## config.mk

```make
export PLATFORM = sky130hd
export DESIGN_NAME = st_rr_stream_arbiter
export DESIGN_NICKNAME = d
export VERILOG_FILES = /design/src/rtl/st_rr_stream_arbiter.sv
export SDC_FILE = /design/constraint.sdc
export NUM_CORES = 1
export LEC_CHECK = 0
export ABC_AREA = 1
export BUFFER_PORTS_ARGS = -buffer_cell sky130_fd_sc_hd__buf_4
export CAP_MARGIN = 20
export CORE_AREA = 2 2 512 514
export CTS_CLUSTER_SIZE = 12
export DETAILED_ROUTE_END_ITERATION = 7
export DIE_AREA = 0 0 514 516
export GPL_TIMING_DRIVEN = 0
export HOLD_SLACK_MARGIN = 0.1
export SETUP_SLACK_MARGIN = 0.15
export SLEW_MARGIN = 20
export SYNTH_ARGS = -nofsm -noshare
export SYNTH_HDL_FRONTEND = slang
export SYNTH_SLANG_ARGS = --single-unit
```

## constraint.sdc

```tcl
create_clock -name clk -period 1.93 [get_ports clk]
set_input_delay 0.4825 -clock clk [delete_from_list [all_inputs] [get_ports clk]]
set_output_delay 0.4825 -clock clk [all_outputs]
set_load 0.02 [all_outputs]
```

## src/rtl/st_rr_stream_arbiter.sv

```systemverilog
// Round-robin Avalon-ST stream arbiter.
// Merges NUM_IN source streams into one output stream and tags each beat
// with its source index. A grant lasts until MAX_BURST beats have been sent
// or the granted source drops valid. A single IDLE cycle separates grants,
// and the next grant goes to the first requester after the previous one.
module st_rr_stream_arbiter #(
    parameter int DATA_W    = 256,
    parameter int NUM_IN    = 4,
    parameter int MAX_BURST = 8
) (
    input  logic                     clk,
    input  logic                     reset_n,
    input  logic [NUM_IN-1:0]        in_valid,
    input  logic [NUM_IN*DATA_W-1:0] in_data,
    output logic [NUM_IN-1:0]        in_ready,
    output logic                     out_valid,
    output logic [DATA_W-1:0]        out_data,
    output logic [2:0]               out_channel,
    input  logic                     out_ready,
    output logic [31:0]              beat_count
);

    localparam int IDX_W = (NUM_IN > 1) ? $clog2(NUM_IN) : 1;

    typedef enum logic {
        IDLE  = 1'b0,
        GRANT = 1'b1
    } stateT;

    stateT              state_q;
    logic [IDX_W-1:0]   grant_q;
    logic [IDX_W-1:0]   lastGrant_q;
    logic [7:0]         burstCnt_q;
    logic [31:0]        beatCount_q;

    logic [7:0]         burstCnt_d;
    logic [31:0]        beatCount_d;
    logic [IDX_W-1:0]   pickIdx;
    logic [2*NUM_IN-1:0] reqTwice;
    logic               grantValid;
    logic               xfer;
    logic               burstDone;

    // Doubling the request vector lets the round-robin search run upward
    // from lastGrant+1 without explicit wrap-around in the index.
    assign reqTwice    = {in_valid, in_valid};
    assign grantValid  = in_valid[grant_q];
    assign xfer        = (state_q == GRANT) && grantValid && out_ready;
    assign burstCnt_d  = burstCnt_q + 8'd1;
    assign beatCount_d = beatCount_q + 32'd1;
    assign burstDone   = (burstCnt_q == 8'(MAX_BURST - 1));
    assign beat_count  = beatCount_q;

    // Pick the first requester after the last grant; searching downward means the nearest one wins.
    always_comb begin
        pickIdx = lastGrant_q;
        for (int k = NUM_IN; k >= 1; k--) begin
            if (reqTwice[int'(lastGrant_q) + k]) begin
                pickIdx = IDX_W'((int'(lastGrant_q) + k) % NUM_IN);
            end
        end
    end

    // Zero-latency datapath: route the granted source straight to the output while in GRANT.
    always_comb begin
        out_valid   = 1'b0;
        out_data    = '0;
        out_channel = 3'd0;
        in_ready    = '0;
        if (state_q == GRANT) begin
            out_valid         = grantValid;
            out_data          = in_data[grant_q*DATA_W +: DATA_W];
            out_channel       = 3'(grant_q);
            in_ready[grant_q] = out_ready;
        end
    end

    // Grant FSM with burst and beat counters; backpressure holds the grant, a valid gap releases it.
    always_ff @(posedge clk or negedge reset_n) begin
        if (!reset_n) begin
            state_q     <= IDLE;
            grant_q     <= '0;
            lastGrant_q <= IDX_W'(NUM_IN - 1);
            burstCnt_q  <= 8'd0;
            beatCount_q <= 32'd0;
        end else begin
            case (state_q)
                IDLE: begin
                    if (|in_valid) begin
                        grant_q    <= pickIdx;
                        burstCnt_q <= 8'd0;
                        state_q    <= GRANT;
                    end
                end
                GRANT: begin
                    if (!grantValid) begin
                        state_q     <= IDLE;
                        lastGrant_q <= grant_q;
                    end else if (xfer) begin
                        burstCnt_q  <= burstCnt_d;
                        beatCount_q <= beatCount_d;
                        if (burstDone) begin
                            state_q     <= IDLE;
                            lastGrant_q <= grant_q;
                        end
                    end
                end
                default: state_q <= IDLE;
            endcase
        end
    end

endmodule

```

==> impl_metrics.json <==
{
  "hold_path.class": "in -> async",
  "io_buffers": 1325,
  "setup_viol": 258,
  "nNetsFinal": 3866,
  "grt_pass1_vias": 18772,
  "layout_min_cycle_time_ns": 2.797,
  "final_cells": 6303,
  "cts_root_buffer": "clkbuf_16",
  "finalCritPeriodShare_pct": 144.9,
  "final_max_slew_viol_count": 0,
  "slowest_delay_ns": 0.47,
  "drive_above_1_share_pct": 75.89,
  "wl_per_cell_um": 39.34,
  "avgSynthCellArea_um2": 6.503,
  "syn_area_um2": 8987,
  "synth-edff-count": 0,
  "grt_max_degree": 46,
  "regArea_um2": 1130,
  "grt_remaining_overflow": 0,
  "path_cells": "buf_8 > nor2_8 > buf_6 > buf_6 > clkbuf_16 > buf_8 > a22oi_2 > a21oi_2 > buf_8",
  "antenna_found_initial": 209,
  "cts_sinks": 45,
  "p_per_area_nw_per_um2": 1833,
  "multi_input_comb_area_um2": 9280,
  "cts_tree": "built",
  "synthCells": 1382,
  "finalSetupTns_ns": -179.21,
  "viasPerCell": 3.169,
  "p_total_mw": 53.22,
  "syn_nets": 2416,
  "status": "complete, but fails checks",
  "cp_data_required_time_ns": 1.45,
  "drt-total-wl_mm": 248.0,
  "synthFlopType": "dfrtp_1",
  "core_um2": 259200,
  "die_h_um": 516,
  "dp_cells": 6150,
  "num_io_pins": 1327,
  "nFillCells": 30149,
  "drv_cap": 0,
  "cts_buffers": 5,
  "setup.worst_path.end_class": "primary output",
  "grt_pass1_wl_mm": 281.6,
  "p_leak_nw": 11.44,
  "ant_nets": 0,
  "worst_slack_ns": -0.8672,
  "initial_core_util_pct": 3.467,
  "ys_seq_area_share_pct": 12.56,
  "ys_ff_latch": 45,
  "synth_largest_area_cell": "a22oi_1",
  "route.vias.total": 19973,
  "ys_types": 33,
  "rsz0062_at_grt": "true",
  "finalClockSkew_ns": 0.007022,
  "h-tree-depth": 2,
  "synth_top_area_share_pct": 42.77,
  "dieArea_um2": 265200,
  "ys_warn_count": 0,
  "yosysMostFrequentCell": "a22oi_1",
  "cts_hold_buf": 0,
  "cts_buffer_depth": 2,
  "die_w_um": 514,
  "row_count": 187,
  "cpMostUsedCell": "buf_8",
  "area_growth_pct": 223.0,
  "dpl.hpwl_mm": 228.0,
  "cp-start-kind": "register",
  "crit_type": "reg -> out",
  "firstDrtPassIters": 7,
  "synth_commonest_cells": "512 x a22oi_1, 257 x a21oi_1, 221 x nand2_1",
  "hold_viol": 0,
  "clk_latency_ns": 0.29,
  "place_ws_ns": -1.849,
  "hold_ws_ns": 0.2011,
  "fmax_mhz": 357.5,
  "path_max_fanout": 6,
  "slew_headroom_pct": 51.80,
  "cp.arrival_ns": 2.31,
  "place.gp.congestion": 0.9723,
  "drc": 0,
  "worst_pin_slew_ns": 0.7230,
  "slowest_stage": "a22oi_2",
  "vdd_ir_drop_max_mv": 0.9386,
  "violations": "negative setup slack",
  "cts.clk_slew.worst_paths_ns": 0.06,
  "synthTopCellsByArea": "a22oi_1 43%, a21oi_1 14%, dfrtp_1 12%, nand2_1 9.2%, buf_2 6.1%",
  "grt_usage_pct": 17.54,
  "async_reset_ff_share_pct": 100.0,
  "drt_iter0_markers": 1545
}
critical path, delay by kind of cell (launching register included):
| family | cells | cell delay, ns |
|---|---|---|
| buffers and inverters | 6 | 0.93 |
| AOI/OAI and AO/OA | 2 | 0.60 |
| DFF | 1 | 0.37 |
| and+or+nand+nor | 1 | 0.09 |
layer usage:
metal / up-vias / global-route usage [%] / share of wire (%)
met3: 493 / 8.421 / 11
li1: 8350 / - / -
met1: 9528 / 19.65 / 38
met5: - / 0 / 0.31
met2: 1488 / 28.04 / 44
met4: 114 / 7.900 / 6.1
worst paths after layout:
| kind | slack (ns) | startpoint | endpoint | cells after the start |
|---|---|---|---|---|
| worst max-delay path | -0.87 | grant_q[1] | out_data[14] | 9 |
| worst min-delay path | 0.20 | reset_n | grant_q[1] | 1 |
| worst max register to register | 0.01 | grant_q[1] | beat_count[6] | 11 |
| worst min register to register | 0.50 | lastGrant_q[1] | lastGrant_q[1] | 2 |
| max in group asynchronous | 1.29 | reset_n | state_q | 1 |
| min in group clk | 0.50 | lastGrant_q[1] | lastGrant_q[1] | 2 |
timing repair:
action,in CTS,in global routing
endpoints found under the hold margin,0,0
cloned,5,9
setup buffers,32,34
pin swaps,48,77
endpoints found under the setup margin,266,300
gates resized for setup,499,212
flip-flops by register name (all words and copies together), names as in the netlist:
name,cells
beat_count,32
burstCnt_q,8
grant_q,2
lastGrant_q,2
state_q,1
where the power goes:
| group | switching [mW] | internal [mW] |
|---|---|---|
| Sequential | 0.269 | 1.15 |
| Clock | 0.362 | 0.480 |
| Combinational | 32.9 | 18.0 |
layout by cell type, fill, tap and decap left out, drive strengths merged:
master    instances
ha                3
conb              1
xor2             13
nand2           229
diode            68
nand4             2
nor2             67
buf            1551
clkinvlp          1
nand3            25
o21ai            15
dfstp             2
a21oi           257
nor3b             1
inv              36
o22ai             2
bufbuf            1
a31o              1
nor3              3
clkbuf           50
clkinv            1
nand3b           12
a22oi           513
dfrtp            43
xnor2             4
per-stage QoR:
stage               utilization [%]  area, um^2
finish                        11.20       29030
global route                  11.17       28960
CTS                           10.59       27470
detailed placement            9.567       24800
global placement              9.363       24270
floorplan                         -       10070
cell type report:
| class | count | share of cell area [%] |
|---|---|---|
| antenna | 68 | 0.5861 |
| clock inverter | 1 | 0.01724 |
| clock buffer | 7 | 0.4568 |
| buffer | 149 | 6.292 |
| tap | 3402 | 14.66 |
| sequential | 45 | 3.892 |
| inverter | 37 | 0.6508 |
| multi-input combinational | 1148 | 31.97 |
| timing repair buffer | 1446 | 41.48 |
logic make-up after synthesis:
family | Yosys count | share of synthesized area [%]
DFF | 45 | 12.56
and+or+nand+nor | 339 | 16.50
xor gates and xnor gates | 17 | 1.657
other | 1 | 0.04173
buffers and inverters | 189 | 10.18
adders and majority gates | 3 | 0.4177
AOI/OAI and AO/OA | 788 | 58.65
Power figures use the tool's default switching activity.
